==> src/rtl/jtag_frame_if.sv <==
// Mailbox-side and SNN-side signals of the JTAG frame assembler.
// master = mailbox/SNN environment, slave = the assembler.
interface jtag_frame_if #(
   parameter int WORD_W          = 32,
   parameter int WORDS_PER_BURST = 14,
   parameter int FRAME_BITS      = 800
);
   localparam int BURST_BITS = WORD_W * WORDS_PER_BURST;
   localparam int MAX_BURSTS = (FRAME_BITS + BURST_BITS - 1) / BURST_BITS;
   localparam int IDX_W      = $clog2(MAX_BURSTS + 1);

   logic [BURST_BITS-1:0] iBURST_DATA;
   logic                  iNEXT;
   logic                  iFINISH;
   logic                  iSNN_BUSY;
   logic                  iCLR_ERR;
   logic [FRAME_BITS-1:0] oFRAME;
   logic                  oFRAME_VALID;
   logic                  oSTART;
   logic                  oBURST_ACK;
   logic [IDX_W-1:0]      oBURST_IDX;
   logic                  oERR_DROP;

   modport master (
      output iBURST_DATA, iNEXT, iFINISH, iSNN_BUSY, iCLR_ERR,
      input  oFRAME, oFRAME_VALID, oSTART, oBURST_ACK, oBURST_IDX, oERR_DROP
   );
   modport slave (
      input  iBURST_DATA, iNEXT, iFINISH, iSNN_BUSY, iCLR_ERR,
      output oFRAME, oFRAME_VALID, oSTART, oBURST_ACK, oBURST_IDX, oERR_DROP
   );
endinterface

==> src/rtl/jtag_frame_assembler.sv <==
// Assembles mailbox bursts into a FRAME_BITS frame and issues a start pulse when the SNN is idle.
// Define FRAME_DBUF_EN for a staging buffer that keeps collecting while a frame waits for the SNN.
module jtag_frame_assembler #(
   parameter int WORD_W          = 32,
   parameter int WORDS_PER_BURST = 14,
   parameter int FRAME_BITS      = 800
) (
   input logic         iCLK,
   input logic         iRESETn,
   jtag_frame_if.slave bus
);
   localparam int BURST_BITS = WORD_W * WORDS_PER_BURST;
   localparam int MAX_BURSTS = (FRAME_BITS + BURST_BITS - 1) / BURST_BITS;
   localparam int IDX_W      = $clog2(MAX_BURSTS + 1);

   typedef enum logic [1:0] {IDLE, COLLECT, PEND, FIRE} state_t;

   state_t                state_q, state_d;
   logic                  nxt_q;
   logic [IDX_W-1:0]      idx_q, idx_d, idx_base, idx_inc;
   logic [FRAME_BITS-1:0] frame_q, frame_d, asm_base, asm_frame;
   logic                  valid_q, valid_d, ack_q, ack_d, err_q, err_d;
   logic                  evt, drop, done;
`ifdef FRAME_DBUF_EN
   logic [FRAME_BITS-1:0] stg_q, stg_d;
   logic                  full_q, full_d, xfer;
`endif

   always_comb begin
      state_d  = state_q;
      idx_d    = idx_q;
      frame_d  = frame_q;
      valid_d  = valid_q;
      ack_d    = 1'b0;
      drop     = 1'b0;
      evt      = bus.iNEXT & ~nxt_q;
`ifdef FRAME_DBUF_EN
      stg_d    = stg_q;
      // Output buffer free: a completed staging frame moves out this cycle.
      xfer     = full_q && (state_q != PEND) && (state_q != FIRE);
      full_d   = full_q & ~xfer;
      idx_base = xfer ? '0 : idx_q;
      asm_base = (idx_base == '0) ? '0 : stg_q;
`else
      idx_base = idx_q;
      asm_base = (state_q == IDLE) ? '0 : frame_q;
`endif
      // Burst idx lands at bit idx*BURST_BITS; bits past FRAME_BITS fall off.
      asm_frame = asm_base;
      for (int j = 0; j < FRAME_BITS; j++)
         if ((j / BURST_BITS) == int'(idx_base))
            asm_frame[j] = bus.iBURST_DATA[j % BURST_BITS];
      idx_inc = idx_base + IDX_W'(1);
      done    = bus.iFINISH || (idx_inc == IDX_W'(MAX_BURSTS));

`ifdef FRAME_DBUF_EN
      idx_d = idx_base;
      if (evt) begin
         if (full_d) drop = 1'b1;
         else begin
            stg_d  = asm_frame;
            idx_d  = idx_inc;
            ack_d  = 1'b1;
            full_d = done;
         end
      end
      case (state_q)
         PEND:    if (!bus.iSNN_BUSY) state_d = FIRE;
         FIRE:    state_d = IDLE;
         default: if (xfer) begin
            frame_d = stg_q;
            valid_d = 1'b1;
            state_d = PEND;
         end
      endcase
`else
      case (state_q)
         IDLE, COLLECT: if (evt) begin
            frame_d = asm_frame;
            idx_d   = idx_inc;
            ack_d   = 1'b1;
            valid_d = done;
            state_d = done ? PEND : COLLECT;
         end
         PEND: begin
            drop = evt;
            if (!bus.iSNN_BUSY) state_d = FIRE;
         end
         default: begin
            drop    = evt;
            idx_d   = '0;
            state_d = IDLE;
         end
      endcase
`endif
      // A drop in the same cycle as a clear keeps the flag set.
      err_d = drop | (err_q & ~bus.iCLR_ERR);
   end

   always_ff @(posedge iCLK or negedge iRESETn) begin
      if (!iRESETn) begin
         state_q <= IDLE;
         nxt_q   <= 1'b0;
         idx_q   <= '0;
         frame_q <= '0;
         valid_q <= 1'b0;
         ack_q   <= 1'b0;
         err_q   <= 1'b0;
`ifdef FRAME_DBUF_EN
         stg_q   <= '0;
         full_q  <= 1'b0;
`endif
      end else begin
         state_q <= state_d;
         nxt_q   <= bus.iNEXT;
         idx_q   <= idx_d;
         frame_q <= frame_d;
         valid_q <= valid_d;
         ack_q   <= ack_d;
         err_q   <= err_d;
`ifdef FRAME_DBUF_EN
         stg_q   <= stg_d;
         full_q  <= full_d;
`endif
      end
   end

   assign bus.oFRAME       = frame_q;
   assign bus.oFRAME_VALID = valid_q;
   assign bus.oSTART       = (state_q == FIRE);
   assign bus.oBURST_ACK   = ack_q;
   assign bus.oBURST_IDX   = idx_q;
   assign bus.oERR_DROP    = err_q;
endmodule

==> src/flat_wrapper.sv <==
// flat-port wrapper written by rule: the top's interface ports become plain ports
module jtag_frame_assembler_flat 
#(
   parameter int WORD_W          = 32,
   parameter int WORDS_PER_BURST = 14,
   parameter int FRAME_BITS      = 800
)
  (iCLK, iRESETn, bus_iBURST_DATA, bus_iNEXT, bus_iFINISH, bus_iSNN_BUSY, bus_iCLR_ERR, bus_oFRAME, bus_oFRAME_VALID, bus_oSTART, bus_oBURST_ACK, bus_oBURST_IDX, bus_oERR_DROP);
  jtag_frame_if #(.WORD_W(WORD_W), .WORDS_PER_BURST(WORDS_PER_BURST), .FRAME_BITS(FRAME_BITS)) bus_i ();
  input logic iCLK;
  input logic iRESETn;
  input wire logic [$bits(bus_i.iBURST_DATA)-1:0] bus_iBURST_DATA;
  input wire logic [$bits(bus_i.iNEXT)-1:0] bus_iNEXT;
  input wire logic [$bits(bus_i.iFINISH)-1:0] bus_iFINISH;
  input wire logic [$bits(bus_i.iSNN_BUSY)-1:0] bus_iSNN_BUSY;
  input wire logic [$bits(bus_i.iCLR_ERR)-1:0] bus_iCLR_ERR;
  output wire logic [$bits(bus_i.oFRAME)-1:0] bus_oFRAME;
  output wire logic [$bits(bus_i.oFRAME_VALID)-1:0] bus_oFRAME_VALID;
  output wire logic [$bits(bus_i.oSTART)-1:0] bus_oSTART;
  output wire logic [$bits(bus_i.oBURST_ACK)-1:0] bus_oBURST_ACK;
  output wire logic [$bits(bus_i.oBURST_IDX)-1:0] bus_oBURST_IDX;
  output wire logic [$bits(bus_i.oERR_DROP)-1:0] bus_oERR_DROP;
  assign bus_i.iBURST_DATA = bus_iBURST_DATA;
  assign bus_i.iNEXT = bus_iNEXT;
  assign bus_i.iFINISH = bus_iFINISH;
  assign bus_i.iSNN_BUSY = bus_iSNN_BUSY;
  assign bus_i.iCLR_ERR = bus_iCLR_ERR;
  assign bus_oFRAME = bus_i.oFRAME;
  assign bus_oFRAME_VALID = bus_i.oFRAME_VALID;
  assign bus_oSTART = bus_i.oSTART;
  assign bus_oBURST_ACK = bus_i.oBURST_ACK;
  assign bus_oBURST_IDX = bus_i.oBURST_IDX;
  assign bus_oERR_DROP = bus_i.oERR_DROP;
  jtag_frame_assembler #(.WORD_W(WORD_W), .WORDS_PER_BURST(WORDS_PER_BURST), .FRAME_BITS(FRAME_BITS)) u_core (.iCLK(iCLK), .iRESETn(iRESETn), .bus(bus_i));
endmodule
==> config.mk <==
export PLATFORM = sky130hd
export DESIGN_NAME = jtag_frame_assembler_flat
export DESIGN_NICKNAME = d
export VERILOG_FILES = /design/src/rtl/jtag_frame_if.sv /design/src/rtl/jtag_frame_assembler.sv /design/src/flat_wrapper.sv
export SDC_FILE = /design/constraint.sdc
export NUM_CORES = 1
export LEC_CHECK = 0
export BUFFER_PORTS_ARGS = -buffer_cell sky130_fd_sc_hd__buf_2
export CORE_AREA = 2 2 485 487
export CTS_CLUSTER_DIAMETER = 200
export DETAILED_ROUTE_END_ITERATION = 6
export DIE_AREA = 0 0 487 489
export HOLD_SLACK_MARGIN = 0.05
export PLACE_DENSITY = 0.36
export SLEW_MARGIN = 20
export SYNTH_ARGS = -nofsm -noshare
export SYNTH_HDL_FRONTEND = slang
export SYNTH_SLANG_ARGS = --single-unit
==> constraint.sdc <==
create_clock -name iCLK -period 5.02 [get_ports iCLK]
set_input_delay 0.251 -clock iCLK [delete_from_list [all_inputs] [get_ports iCLK]]
set_output_delay 0.251 -clock iCLK [all_outputs]
set_load 0.05 [all_outputs]
==> results of run 1 <==
## worst max-delay path, cell delays in order, from the launching register on
cell and delay [ps]:
dfrtp_1 450, nor3b_4 480, and2_4 630, buf_12 270, buf_12 280, a22o_1 210
## flip-flops by register name, indices dropped and copies added, names as in the netlist
name	count
u_core.bus.oERR_DROP	1
u_core.nxt_q	1
u_core.state_q	2
u_core.bus.oFRAME	800
u_core.bus.oBURST_ACK	1
u_core.bus.oFRAME_VALID	1
u_core.bus.oBURST_IDX	2
## cell type report
class | instances | area share, %
clock buffers | 141 | 5.96
clock inverters | 29 | 0.915
repair buffers | 1786 | 25.2
well taps | 3060 | 8.31
inverters | 5 | 0.0407
diodes | 9 | 0.0489
flip-flops and latches | 808 | 43.9
multi-input cells | 822 | 15.6
## worst paths after layout
check | from | end | slack (ps) | cells past startpoint
min in group iCLK | bus_iNEXT | u_core.nxt_q | 250 | 2
setup / recovery | u_core.state_q[1] | u_core.bus.oFRAME[684] | 2400 | 5
hold / removal | iRESETn | u_core.bus.oFRAME[68] | 150 | 2
setup reg to reg | u_core.state_q[1] | u_core.bus.oFRAME[684] | 2400 | 5
hold reg to reg | u_core.bus.oFRAME[295] | u_core.bus.oFRAME[295] | 500 | 1
max in group asynchronous | iRESETn | u_core.bus.oFRAME[541] | 3440 | 4
## metal layers
metal  global-route usage, %  vias to the layer above  part of all wire, %
met4                    4.98                        4                  3.6
met1                    15.7                    12600                   40
met3                    4.30                      233                  8.6
met5                       0                        -                0.020
li1                        -                    10500                    -
met2                    21.2                     1195                   47
## stage by stage
stage                     utilization, %  instances
after CTS                           19.7       6651
final                               19.7       6660
after floorplan                        -       1812
after global routing                19.7       6656
after global placement              16.4       6027
after detailed placement            16.4       6027
## cell usage after synthesis (all sizes together)
cell	n	area share, %
and2	3	0.066
nor2	1	0.013
dfrtp	808	71
nand2b	1	0.022
nor3b	1	0.066
mux2	1	0.039
a22o	801	25
clkbuf	16	0.21
ha	3	0.13
nor2b	1	0.022
buf	161	3.9
mux2i	1	0.035
inv	5	0.066
o22ai	1	0.022
nand2	2	0.026
o21ai	6	0.12
## repair_timing
action | 4_1_cts | 5_1_grt
hold endpoints to repair | 877 | 0
endpoints found under the setup margin | 0 | 0
hold buffers | 454 | 0
## logic make-up (layout without fill, tap and decap cells)
logic type / Yosys count / after routing
AOI/OAI and AO/OA: 808 / 808
adders and majority gates: 3 / 3
buffers and inverters: 182 / 1961
DFF: 808 / 808
muxes: 2 / 2
other: 0 / 9
and+or+nand+nor: 9 / 9
## where the power goes
group | internal, mW | total (mW) | leakage, nW | switching (mW)
logic | 4.70 | 19.6 | 10.9 | 14.9
clock network | 4.19 | 7.20 | 1.54 | 3.01
registers | 9.33 | 11.1 | 10.6 | 1.74
==> flow_summary.ini, run 1 <==
[cells_and_area]
seqCellArea_um2 = 20200
final_common_cell = buf_2
area_delta_synth_final_pct = 61.1
drive_above_1_share_pct = 41.2
nNetsFinal = 3977
fill_cells = 25400
layout_common_cells = buf_2, dfrtp_1, a22o_1
multiInputGateArea_um2 = 7200
fin_area_um2 = 46100

[sta]
max_slew.worst_pin.slew_ps = 1240
maxSlewViolCount = 0
rsz0062_at_grt = false
min_period_ps = 2620
period_share_pct = 52.3
fin_setup_tns_ps = 0
finalHoldViolCount = 0
max_freq_mhz = 381
setup_ws_ps = 2400
setup_viol = 0
maxSlewHeadroom_pct = 17.4
whs_ps = 154
finalClockSkew_ps = 27.2

[clock_network]
clk_pin_slew_worst_paths_ps = 60
clock_latency_ps = 720
tritoncts = built
h-tree-depth = 3
post-cts-setup-buffers = 0
root_buffer = clkbuf_16
postCtsResizedCells = 0
cts_buffer_depth = 3
cts.sinks = 808
numCtsBuffers = 97

[critical_path]
end_kind = flip-flop
crit_type = flip-flop to flip-flop
crit_required_ps = 5670
cp.arrival_ps = 3270
cp-start-kind = flip-flop
cp_max_fo = 67

[power_and_ir_drop]
leakage_nw = 23.0
ir_drop_mv = 0.424
p_per_area_nw_per_um2 = 822
power_mw = 37.9

[yosys]
synthAdderAreaFrac_pct = 0.131
synth_cells = 1812
seq_area_frac_synth_pct = 70.7
syn_nets = 2269
synthDistinctLibCells = 21
synth_mux_area_share_pct = 0.0744
ys_ff_latch = 808
synth_area_um2 = 28600
synth_compound_area_share_pct = 24.7
synth_xor_area_share_pct = 0
synth_top_family_by_area = compound AO/OA/AOI/OAI gates
synth-simple-area-share_pct = 0.214
synth_area_per_cell_um2 = 15.8
yosysWarnings = 0

[global_route]
grt_pass1_vias = 25600
grt_use_total_pct = 13.0
antenna_found_initial = 33
gr-total-overflow = 0
grt_max_degree = 154
grt_pass1_wl_mm = 218

[hold_path]
hp-class = input pin to asynchronous set/reset pin

[job]
drv_cap = 0

[drt]
post-route-drc-count = 0
ant_nets = 0
dr.first_iter.drc_count = 1346
wl_per_cell_um = 24.3
drt_pass1_iterations = 5
wl_mm = 162
vias = 24500
routed_via_density = 3.68

[floorplan]
row_count = 178
fp.dieW_um = 487
fp.dieH_um = 489
ios = 1260
core_um2 = 234000
dieArea_um2 = 238000
start_util_pct = 12.2

[placement]
numPortBuffers = 1259
pre_cts_ws_ps = 2460
gp_congestion = 0.834
dp_hpwl_mm = 125
place_area_um2 = 38300

[status]
status = complete, no violations
Note: power is estimated with default switching activity, not from simulation.
==> run 2: changes to the inputs <==
--- a/config.mk
+++ b/config.mk
@@ -6,10 +6,10 @@
 export NUM_CORES = 1
 export LEC_CHECK = 0
 export BUFFER_PORTS_ARGS = -buffer_cell sky130_fd_sc_hd__buf_2
-export CORE_AREA = 2 2 485 487
+export CORE_AREA = 2 2 490 492
 export CTS_CLUSTER_DIAMETER = 200
 export DETAILED_ROUTE_END_ITERATION = 6
-export DIE_AREA = 0 0 487 489
+export DIE_AREA = 0 0 492 494
 export HOLD_SLACK_MARGIN = 0.05
 export PLACE_DENSITY = 0.36
 export SLEW_MARGIN = 20
==> constraint.sdc (replaced) <==
create_clock -name iCLK -period 2.45 [get_ports iCLK]
set_input_delay 0.1225 -clock iCLK [delete_from_list [all_inputs] [get_ports iCLK]]
set_output_delay 0.1225 -clock iCLK [all_outputs]
set_load 0.05 [all_outputs]
==> flow_summary.ini, run 2 (same netlist as run 1, synthesis figures left out) <==
[clock_network]
cts_buffer_depth = 3
postCtsResizedCells = 0
post-cts-setup-buffers = 0
tritoncts = built
cts_hold_buf = 496
clock_latency_ps = 750
cts.sinks = 808
root_buffer = clkbuf_16
clk_pin_slew_worst_paths_ps = 60
h-tree-depth = 3
numCtsBuffers = 99

[global_route]
grt_pass1_wl_mm = 232
grt_use_total_pct = 13.7
grt_max_degree = 90
grt_pass1_vias = 26300
antenna_found_initial = 28
gr-total-overflow = 0

[cells_and_area]
final_cells = 6847
largest_register_ffs = 800
final_common_cell = buf_2
layout_common_cells = buf_2, dfrtp_1, a22o_1
fin_area_um2 = 47200
nNetsFinal = 4057
fill_cells = 25900
area_delta_synth_final_pct = 65.2
finalCoreUtilization_pct = 19.9
drive_above_1_share_pct = 41.5

[placement]
numPortBuffers = 1259
dp_hpwl_mm = 136
dpl.cell_count = 6170
place_area_um2 = 39000
gp_congestion = 0.883
pre_cts_ws_ps = 264

[critical_path]
crit_required_ps = 3020
cp-start-kind = flip-flop
reg2reg_from = u_core.state_q[1]
critPathLaunch = u_core.state_q[1]
reg2reg_to = u_core.bus.oFRAME[406]
end_kind = flip-flop
crit_type = flip-flop to flip-flop
cp.arrival_ps = 2780
cp_max_fo = 47
rr_worst_depth = 5
reg2reg_setup_slack_ps = 240

[floorplan]
fp.dieW_um = 492
core_um2 = 237000
dieArea_um2 = 243000
start_util_pct = 12.0
ios = 1260
row_count = 179
fp.dieH_um = 494

[power_and_ir_drop]
ir_drop_mv = 0.874
p_per_area_nw_per_um2 = 1670
leakage_nw = 23.5
power_mw = 78.8

[sta]
max_freq_mhz = 452
fin_setup_tns_ps = 0
maxSlewHeadroom_pct = 58.9
finalHoldViolCount = 0
maxSlewViolCount = 0
period_share_pct = 90.4
min_period_ps = 2210
setup_ws_ps = 235
max_slew.worst_pin.slew_ps = 616
rsz0062_at_grt = false
whs_ps = 150
finalClockSkew_ps = 67.7
setup_viol = 0

[drt]
ant_nets = 0
drt_pass1_iterations = 6
vias = 24900
wl_mm = 173
wl_per_cell_um = 25.3
routed_via_density = 3.63
post-route-drc-count = 0
dr.first_iter.drc_count = 1479

[hold_path]
worstHoldStart = bus_iBURST_DATA[444]
hold_path_end = u_core.bus.oFRAME[444]
holdPathStages = 3
hp-class = input pin to flip-flop

[job]
drv_cap = 0

[status]
status = complete, no violations
[run 2: report_power, final]
part / internal (mW) / switching [mW] / leakage [nW]
clock: 8.45 / 6.26 / 1.56
sequential: 19.1 / 3.61 / 10.6
combinational: 9.90 / 31.5 / 11.4
total: 37.5 / 41.3 / 23.5
[run 2: critical path: stages, from the launching register on]
cell     delay (ps)
dfrtp_1         450
nor3b_4         510
o21ai_4         160
buf_12          210
buf_4           330
a22o_1          290
[run 2: routing by layer]
layer / up-vias / GRT usage, % / wire length, µm
met2: 1217 / 22.6 / 82000
li1: 10700 / - / -
met5: - / 0 / 70
met4: 10 / 4.68 / 5770
met3: 235 / 6.98 / 20800
met1: 12700 / 15.1 / 64600
[run 2: how the worst max path moves through the flow]
stage                             endpoint  cells past startpoint
finish              u_core.bus.oFRAME[406]                      5
global route        u_core.bus.oFRAME[394]                      5
CTS                 u_core.bus.oFRAME[404]                      5
detailed placement  u_core.bus.oFRAME[396]                      5
global placement    u_core.bus.oFRAME[391]                      5
floorplan           u_core.bus.oFRAME[138]                      6
[run 2: cell type report]
type | count | area, µm² | area share (%)
repair buffers | 1864 | 12600 | 26.7
multi-input cells | 822 | 7200 | 15.2
clock inverters | 34 | 429 | 0.909
diodes | 8 | 20.0 | 0.0424
well taps | 3167 | 3960 | 8.39
inverters | 5 | 18.8 | 0.0397
clock buffers | 139 | 2780 | 5.88
flip-flops and latches | 808 | 20200 | 42.8
